### config.mk
export PLATFORM = sky130hd
export DESIGN_NAME = hazard_tag_pipe_flat
export DESIGN_NICKNAME = d
export VERILOG_FILES = /design/src/rtl/hazard_pkg.sv /design/src/rtl/hazard_tag_pipe_if.sv /design/src/rtl/tag_stage_reg.sv /design/src/rtl/hazard_tag_pipe.sv /design/src/flat_wrapper.sv
export SDC_FILE = /design/constraint.sdc
export NUM_CORES = 1
export LEC_CHECK = 0
export ABC_AREA = 1
export CORE_MARGIN = 1.5
export CORE_UTILIZATION = 50
export DETAILED_ROUTE_END_ITERATION = 6
export GPL_TIMING_DRIVEN = 0
export HOLD_SLACK_MARGIN = 0.08
export PLACE_DENSITY_LB_ADDON = 0.08
export SYNTH_ARGS = -nofsm -noshare
export SYNTH_HDL_FRONTEND = slang
export SYNTH_SLANG_ARGS = --single-unit
### constraint.sdc
create_clock -name clk -period 2 [get_ports clk]
set_input_delay 0.4 -clock clk [delete_from_list [all_inputs] [get_ports clk]]
set_output_delay 0.4 -clock clk [all_outputs]
set_load 0.01 [all_outputs]
### src/rtl/hazard_pkg.sv
// Shared types for the hazard tag pipeline.
// stage_tag_t holds the per-instruction fields that travel down D/E/M/W.
// TAG_BUBBLE is the all-zero tag. A killed or empty slot therefore never
// drives a hazard-unit input high.
package hazard_pkg;

  localparam int AW_DEFAULT = 6;

  typedef struct packed {
    logic                  valid;
    logic [AW_DEFAULT-1:0] ra1;
    logic [AW_DEFAULT-1:0] ra2;
    logic [AW_DEFAULT-1:0] wa3;
    logic                  regwrite;
    logic                  memtoreg;
    logic                  pcsrc;
  } stage_tag_t;

  localparam stage_tag_t TAG_BUBBLE = '0;

endpackage

### src/rtl/hazard_tag_pipe_if.sv
// Hazard-unit <-> tag-pipe interface.
//   master : hazard unit. It drives StallF/StallD/FlushD/FlushE and reads the stage tags.
//   slave  : tag pipe. It reads the stall/flush controls and drives the stage tags.
interface hazard_tag_pipe_if #(parameter int AW = 6) ();
  logic          StallF, StallD, FlushD, FlushE;
  logic [AW-1:0] RA1D, RA2D, RA1E, RA2E;
  logic [AW-1:0] WA3E, WA3M, WA3W;
  logic          MemToRegE, RegWriteM, RegWriteW;
  logic          PCSrcD, PCSrcE, PCSrcM, PCSrcW;

  modport master (
    output StallF, StallD, FlushD, FlushE,
    input  RA1D, RA2D, RA1E, RA2E, WA3E, WA3M, WA3W,
    input  MemToRegE, RegWriteM, RegWriteW,
    input  PCSrcD, PCSrcE, PCSrcM, PCSrcW
  );

  modport slave (
    input  StallF, StallD, FlushD, FlushE,
    output RA1D, RA2D, RA1E, RA2E, WA3E, WA3M, WA3W,
    output MemToRegE, RegWriteM, RegWriteW,
    output PCSrcD, PCSrcE, PCSrcM, PCSrcW
  );
endinterface

### src/rtl/tag_stage_reg.sv
// One pipeline stage register for stage_tag_t.
//   clk, rst_n : clock and asynchronous active-low reset (reset value is the bubble)
//   en         : load enable. When low the register holds, and clr is ignored.
//   clr        : when enabled, load a bubble instead of d
//   d, q       : next and current stage tag
module tag_stage_reg
  import hazard_pkg::*;
(
  input  logic       clk,
  input  logic       rst_n,
  input  logic       en,
  input  logic       clr,
  input  stage_tag_t d,
  output stage_tag_t q
);

  stage_tag_t tag_d, tag_q;

  // NOTE: default assignment first so every path assigns tag_d; no latch is inferred.
  always_comb begin
    tag_d = tag_q;
    if (en) tag_d = clr ? TAG_BUBBLE : d;
  end

  // NOTE: sequential state uses non-blocking assignment only.
  always_ff @(posedge clk or negedge rst_n) begin
    if (!rst_n) tag_q <= TAG_BUBBLE;
    else        tag_q <= tag_d;
  end

  assign q = tag_q;

endmodule

### src/rtl/hazard_tag_pipe.sv
// Carries the register tags and hazard-control bits of each instruction
// down the D/E/M/W stages. It obeys the stall and flush controls from the
// hazard unit and returns the stage tags to it. Every output is a register
// output.
//   clk, rst_n           : clock, asynchronous active-low reset
//   valid_f, *_f         : instruction being latched into D
//   hz (slave)           : stall/flush in; RA*/WA*/RegWrite*/MemToRegE/PCSrc* out
//   retired_cnt          : valid instructions leaving W (wraps)
//   bubble_cnt           : bubbles leaving W (wraps)
//   stall_cnt            : cycles with StallF=1 (wraps)
// AW must equal hazard_pkg::AW_DEFAULT, because stage_tag_t fields are sized from it.
module hazard_tag_pipe
  import hazard_pkg::*;
#(
  parameter int AW = AW_DEFAULT,
  parameter int CW = 32
) (
  input  logic          clk,
  input  logic          rst_n,
  input  logic          valid_f,
  input  logic [AW-1:0] ra1_f,
  input  logic [AW-1:0] ra2_f,
  input  logic [AW-1:0] wa3_f,
  input  logic          regwrite_f,
  input  logic          memtoreg_f,
  input  logic          pcsrc_f,
  hazard_tag_pipe_if.slave hz,
  output logic [CW-1:0] retired_cnt,
  output logic [CW-1:0] bubble_cnt,
  output logic [CW-1:0] stall_cnt
);

  stage_tag_t f_tag, d_q, e_q, m_q, w_q;
  logic [CW-1:0] retired_d, retired_q, bubble_d, bubble_q, stall_d, stall_q;

  // An empty fetch slot enters D as a clean bubble. No stray tag bits come
  // in from the F inputs.
  always_comb begin
    f_tag = TAG_BUBBLE;
    if (valid_f) f_tag = '{valid: 1'b1, ra1: ra1_f, ra2: ra2_f, wa3: wa3_f,
                           regwrite: regwrite_f, memtoreg: memtoreg_f, pcsrc: pcsrc_f};
  end

  // StallD gates FlushD inside the stage register, so a stall wins over a flush.
  tag_stage_reg u_d (.clk, .rst_n, .en(~hz.StallD), .clr(hz.FlushD), .d(f_tag), .q(d_q));
  tag_stage_reg u_e (.clk, .rst_n, .en(1'b1),       .clr(hz.FlushE), .d(d_q),   .q(e_q));
  tag_stage_reg u_m (.clk, .rst_n, .en(1'b1),       .clr(1'b0),      .d(e_q),   .q(m_q));
  tag_stage_reg u_w (.clk, .rst_n, .en(1'b1),       .clr(1'b0),      .d(m_q),   .q(w_q));

  assign hz.RA1D      = d_q.ra1;
  assign hz.RA2D      = d_q.ra2;
  assign hz.PCSrcD    = d_q.pcsrc;
  assign hz.RA1E      = e_q.ra1;
  assign hz.RA2E      = e_q.ra2;
  assign hz.WA3E      = e_q.wa3;
  assign hz.MemToRegE = e_q.memtoreg;
  assign hz.PCSrcE    = e_q.pcsrc;
  assign hz.WA3M      = m_q.wa3;
  assign hz.RegWriteM = m_q.regwrite;
  assign hz.PCSrcM    = m_q.pcsrc;
  assign hz.WA3W      = w_q.wa3;
  assign hz.RegWriteW = w_q.regwrite;
  assign hz.PCSrcW    = w_q.pcsrc;

  // The W source tags and the load flag are dead once the instruction retires.
  logic unused_w;
  assign unused_w = ^{w_q.ra1, w_q.ra2, w_q.memtoreg};

  // The slot leaving W on this edge is either a retire or a bubble. So
  // retired + bubble counts every cycle since reset.
  always_comb begin
    retired_d = retired_q;
    bubble_d  = bubble_q;
    stall_d   = stall_q;
    if (w_q.valid) retired_d = retired_q + CW'(1);
    else           bubble_d  = bubble_q  + CW'(1);
    if (hz.StallF) stall_d   = stall_q   + CW'(1);
  end

  always_ff @(posedge clk or negedge rst_n) begin
    if (!rst_n) begin
      retired_q <= '0;
      bubble_q  <= '0;
      stall_q   <= '0;
    end else begin
      retired_q <= retired_d;
      bubble_q  <= bubble_d;
      stall_q   <= stall_d;
    end
  end

  assign retired_cnt = retired_q;
  assign bubble_cnt  = bubble_q;
  assign stall_cnt   = stall_q;

endmodule

### src/flat_wrapper.sv
// flat-port wrapper written by rule: the top's interface ports become plain ports
module hazard_tag_pipe_flat import hazard_pkg::*;
#(
  parameter int AW = AW_DEFAULT,
  parameter int CW = 32
)
  (clk, rst_n, valid_f, ra1_f, ra2_f, wa3_f, regwrite_f, memtoreg_f, pcsrc_f, retired_cnt, bubble_cnt, stall_cnt, hz_StallF, hz_StallD, hz_FlushD, hz_FlushE, hz_RA1D, hz_RA2D, hz_RA1E, hz_RA2E, hz_WA3E, hz_WA3M, hz_WA3W, hz_MemToRegE, hz_RegWriteM, hz_RegWriteW, hz_PCSrcD, hz_PCSrcE, hz_PCSrcM, hz_PCSrcW);
  hazard_tag_pipe_if #(.AW(AW)) hz_i ();
  input  logic clk;
  input  logic rst_n;
  input  logic valid_f;
  input  logic [AW-1:0] ra1_f;
  input  logic [AW-1:0] ra2_f;
  input  logic [AW-1:0] wa3_f;
  input  logic regwrite_f;
  input  logic memtoreg_f;
  input  logic pcsrc_f;
  output logic [CW-1:0] retired_cnt;
  output logic [CW-1:0] bubble_cnt;
  output logic [CW-1:0] stall_cnt;
  input wire logic [$bits(hz_i.StallF)-1:0] hz_StallF;
  input wire logic [$bits(hz_i.StallD)-1:0] hz_StallD;
  input wire logic [$bits(hz_i.FlushD)-1:0] hz_FlushD;
  input wire logic [$bits(hz_i.FlushE)-1:0] hz_FlushE;
  output wire logic [$bits(hz_i.RA1D)-1:0] hz_RA1D;
  output wire logic [$bits(hz_i.RA2D)-1:0] hz_RA2D;
  output wire logic [$bits(hz_i.RA1E)-1:0] hz_RA1E;
  output wire logic [$bits(hz_i.RA2E)-1:0] hz_RA2E;
  output wire logic [$bits(hz_i.WA3E)-1:0] hz_WA3E;
  output wire logic [$bits(hz_i.WA3M)-1:0] hz_WA3M;
  output wire logic [$bits(hz_i.WA3W)-1:0] hz_WA3W;
  output wire logic [$bits(hz_i.MemToRegE)-1:0] hz_MemToRegE;
  output wire logic [$bits(hz_i.RegWriteM)-1:0] hz_RegWriteM;
  output wire logic [$bits(hz_i.RegWriteW)-1:0] hz_RegWriteW;
  output wire logic [$bits(hz_i.PCSrcD)-1:0] hz_PCSrcD;
  output wire logic [$bits(hz_i.PCSrcE)-1:0] hz_PCSrcE;
  output wire logic [$bits(hz_i.PCSrcM)-1:0] hz_PCSrcM;
  output wire logic [$bits(hz_i.PCSrcW)-1:0] hz_PCSrcW;
  assign hz_i.StallF = hz_StallF;
  assign hz_i.StallD = hz_StallD;
  assign hz_i.FlushD = hz_FlushD;
  assign hz_i.FlushE = hz_FlushE;
  assign hz_RA1D = hz_i.RA1D;
  assign hz_RA2D = hz_i.RA2D;
  assign hz_RA1E = hz_i.RA1E;
  assign hz_RA2E = hz_i.RA2E;
  assign hz_WA3E = hz_i.WA3E;
  assign hz_WA3M = hz_i.WA3M;
  assign hz_WA3W = hz_i.WA3W;
  assign hz_MemToRegE = hz_i.MemToRegE;
  assign hz_RegWriteM = hz_i.RegWriteM;
  assign hz_RegWriteW = hz_i.RegWriteW;
  assign hz_PCSrcD = hz_i.PCSrcD;
  assign hz_PCSrcE = hz_i.PCSrcE;
  assign hz_PCSrcM = hz_i.PCSrcM;
  assign hz_PCSrcW = hz_i.PCSrcW;
  hazard_tag_pipe #(.AW(AW), .CW(CW)) u_core (.clk(clk), .rst_n(rst_n), .valid_f(valid_f), .ra1_f(ra1_f), .ra2_f(ra2_f), .wa3_f(wa3_f), .regwrite_f(regwrite_f), .memtoreg_f(memtoreg_f), .pcsrc_f(pcsrc_f), .hz(hz_i), .retired_cnt(retired_cnt), .bubble_cnt(bubble_cnt), .stall_cnt(stall_cnt));
endmodule
==> impl_metrics.json <==
{
  "mappedNetlistArea_um2": 7480,
  "antennaDiodeCount": 0,
  "drive_gt1_frac": 0.125,
  "multi_input_area_um2": 2650,
  "clk_pin_slew_ns": 0.06,
  "ff_latch_area_um2": 3950,
  "syn_area_per_cell_um2": 8.95,
  "dieArea_um2": 15700,
  "reg2reg_depth": 8,
  "row_count": 44,
  "cts_resized": 0,
  "synth_seq_cells": 158,
  "tritoncts": "yes",
  "grt_busiest_layer": "met2",
  "synth_cell_types": 33,
  "numClockSinks": 158,
  "fin_util": 0.689,
  "grtUsageMet3": 0.0727,
  "grt_first_pass_wirelength_um": 28200,
  "hold_buffers": 1,
  "layout_commonest_cell": "nand2_1",
  "grt_pass1_vias": 5792,
  "cts_htree_levels": 4,
  "finalCritPeriodShare": 0.946,
  "dr.pass1.iters": 4,
  "run_status": "finished, final reports clean",
  "fin_skew_ns": 0.00587,
  "die_h_um": 125,
  "hold_viol_final": 0,
  "drc_errors": 0,
  "gp_congestion": 0.905,
  "antenna_found_initial": 0,
  "min_to": "u_core.u_m.q[21]$_DFF_PN0_",
  "clkLatencyLatePin_ns": 0.42,
  "root_buffer": "clkbuf_16",
  "grt_max_degree": 110,
  "worst_pin_slew_ns": 0.532,
  "synthToLayoutAreaGrowth_pct": 34.3,
  "globalRoute.totalOverflow": 0,
  "synthTopCellsByArea": "dfrtp_1 53%, nand2_1 9.1%, inv_1 6.5%",
  "worst_path_largest_cell_delay_ns": 0.59,
  "drtIter0Drc": 328,
  "r2r_end": "u_core.retired_cnt[22]$_DFFE_PN0P_",
  "worst-path-max-fanout": 7,
  "num_vias": 5905,
  "via_per_inst": 4.82,
  "ant_nets": 0,
  "seq_area_frac_synth": 0.528,
  "grt.total_usage": 0.225,
  "slowest_stage": "clkdlybuf4s50_1",
  "crit_required_ns": 1.60,
  "cts_buffer_depth": 2,
  "grt_setup_unrepaired": "no",
  "layout.filler_cells": 1181,
  "min_path_type": "reg2reg",
  "grt_use_met2": 0.352,
  "die_w_um": 125,
  "power_density_nw_per_um2": 818,
  "worstHoldStart": "u_core.u_e.q[21]$_DFF_PN0_",
  "synth_cells": 836,
  "syn_nets": 867,
  "cp_num_buf_inv": 1,
  "whs_path_depth": 0,
  "r2r_slack_ns": 0.34,
  "peakVddDrop_mv": 1.14,
  "start_util": 0.513,
  "port_buffers": 172,
  "synth_largest_area_cell": "dfrtp_1",
  "fin_total_pwr_w": 0.00822,
  "netlist.area_leader.share": 0.528,
  "ys_warn_count": 0,
  "final_nets": 1060,
  "design.core.area_um2": 14600,
  "p_leak_nw": 4.79,
  "cts_setup_buffers": 0,
  "io_pins": 173,
  "wl_per_cell_um": 13.6,
  "cp.arrival_ns": 1.49,
  "setup_viol": 0,
  "r2r_start": "u_core.retired_cnt[0]$_DFFE_PN0P_",
  "path_cells": "clkdlybuf4s50_1",
  "fin_crit_ns": 1.89,
  "cap_violations": 0,
  "crit_path_start_kind": "flip-flop",
  "layout_common_cells": "181 x nand2_1, 171 x clkdlybuf4s50_1, 158 x dfrtp_1, 129 x inv_1, 84 x nor2_1",
  "met1_usage": 0.291,
  "dp_hpwl_um": 12000,
  "maxSlewHeadroom": 0.645,
  "wirelength_um": 16600,
  "slew_viol_final": 0,
  "worst_setup_path_end_kind": "output pin",
  "crit_family": "buffers and inverters",
  "critPathKind": "reg2out",
  "cts_buffers": 17,
  "max_freq_mhz": 529
}
==> cells in the mapped netlist <==
cell,n
buf_4,42
nor3b_1,1
nor2_1,84
inv_6,1
nand2_4,1
dfrtp_1,158
xor2_1,42
o21bai_1,1
nand3_1,43
nor3_2,2
nor2_4,6
clkbuf_1,6
nor2_8,2
xnor2_2,2
xnor2_1,17
nor2_2,18
nor3_1,14
inv_2,3
o21ai_0,2
ha_1,3
nand3_4,1
nand2_1,181
nand4_1,22
o22ai_1,21
nand3_2,6
and2_1,1
buf_6,3
nand2_2,9
nand3b_1,9
a21o_1,1
o21ai_1,4
nor4_1,1
inv_1,129
==> worst max path at each step <==
stage | from | to | slack, ns | cells past startpoint
floorplan | u_core.stall_cnt[0]$_DFFE_PN0P_ | u_core.stall_cnt[20]$_DFFE_PN0P_ | 0.51 | 8
global placement | rst_n | u_core.stall_cnt[14]$_DFFE_PN0P_ | -6.05 | 1
detailed placement | hz_StallF | u_core.stall_cnt[27]$_DFFE_PN0P_ | 0.02 | 8
CTS | u_core.bubble_cnt[19]$_DFFE_PN0N_ | bubble_cnt[19] | 0.07 | 1
global route | u_core.bubble_cnt[19]$_DFFE_PN0N_ | bubble_cnt[19] | 0.06 | 1
finish | u_core.bubble_cnt[19]$_DFFE_PN0N_ | bubble_cnt[19] | 0.11 | 1
==> stage by stage <==
stage / TNS [ns] / hold slack (ns) / cells / setup WS, ns / instance area, µm²
global placement: -953.06 / 0.335 / 1192 / -6.05 / 9440
floorplan: 0 / 0.104 / 836 / 0.514 / 7480
global route: 0 / 0.369 / 1226 / 0.0579 / 10100
finish: 0 / 0.351 / 1226 / 0.109 / 10100
detailed placement: 0 / 0.325 / 1193 / 0.0246 / 9470
CTS: 0 / 0.352 / 1226 / 0.0749 / 10100
==> cell families after synthesis <==
logic type | share of synthesized area
fa+ha+maj | 0.00502
compound gates | 0.0236
simple gates | 0.253
xor+xnor | 0.0734
buf+inv | 0.117
flops | 0.528
==> state kept, by name, summed over array words and instances (netlist names) <==
name                flops
u_core.stall_cnt       32
u_core.retired_cnt     32
u_core.u_e.q           22
u_core.u_m.q            9
u_core.bubble_cnt      32
u_core.u_w.q            9
u_core.u_d.q           22
==> layer usage <==
layer  vias up  wire (µm)
li1       2950          -
met1      2777       7410
met2       155       7700
met3        23       1150
met4         0        364
met5         -          0
==> final cells by class <==
class                           instances  area share
Tap cell                              184      0.0229
Multi-Input combinational cell        494       0.264
Clock buffer                           18      0.0437
Clock inverter                         14      0.0133
Sequential cell                       158       0.393
Timing Repair Buffer                  174       0.176
Buffer                                 51      0.0370
Inverter                              133      0.0502
==> report_power, final <==
part           internal, W  switching [W]  leakage (nW)  total (W)
Combinational     0.000710       0.000641          2.39    0.00135
Clock              0.00176        0.00137         0.266    0.00313
Sequential         0.00345       0.000288          2.13    0.00374
No activity file was read; power rests on OpenSTA's default activity.
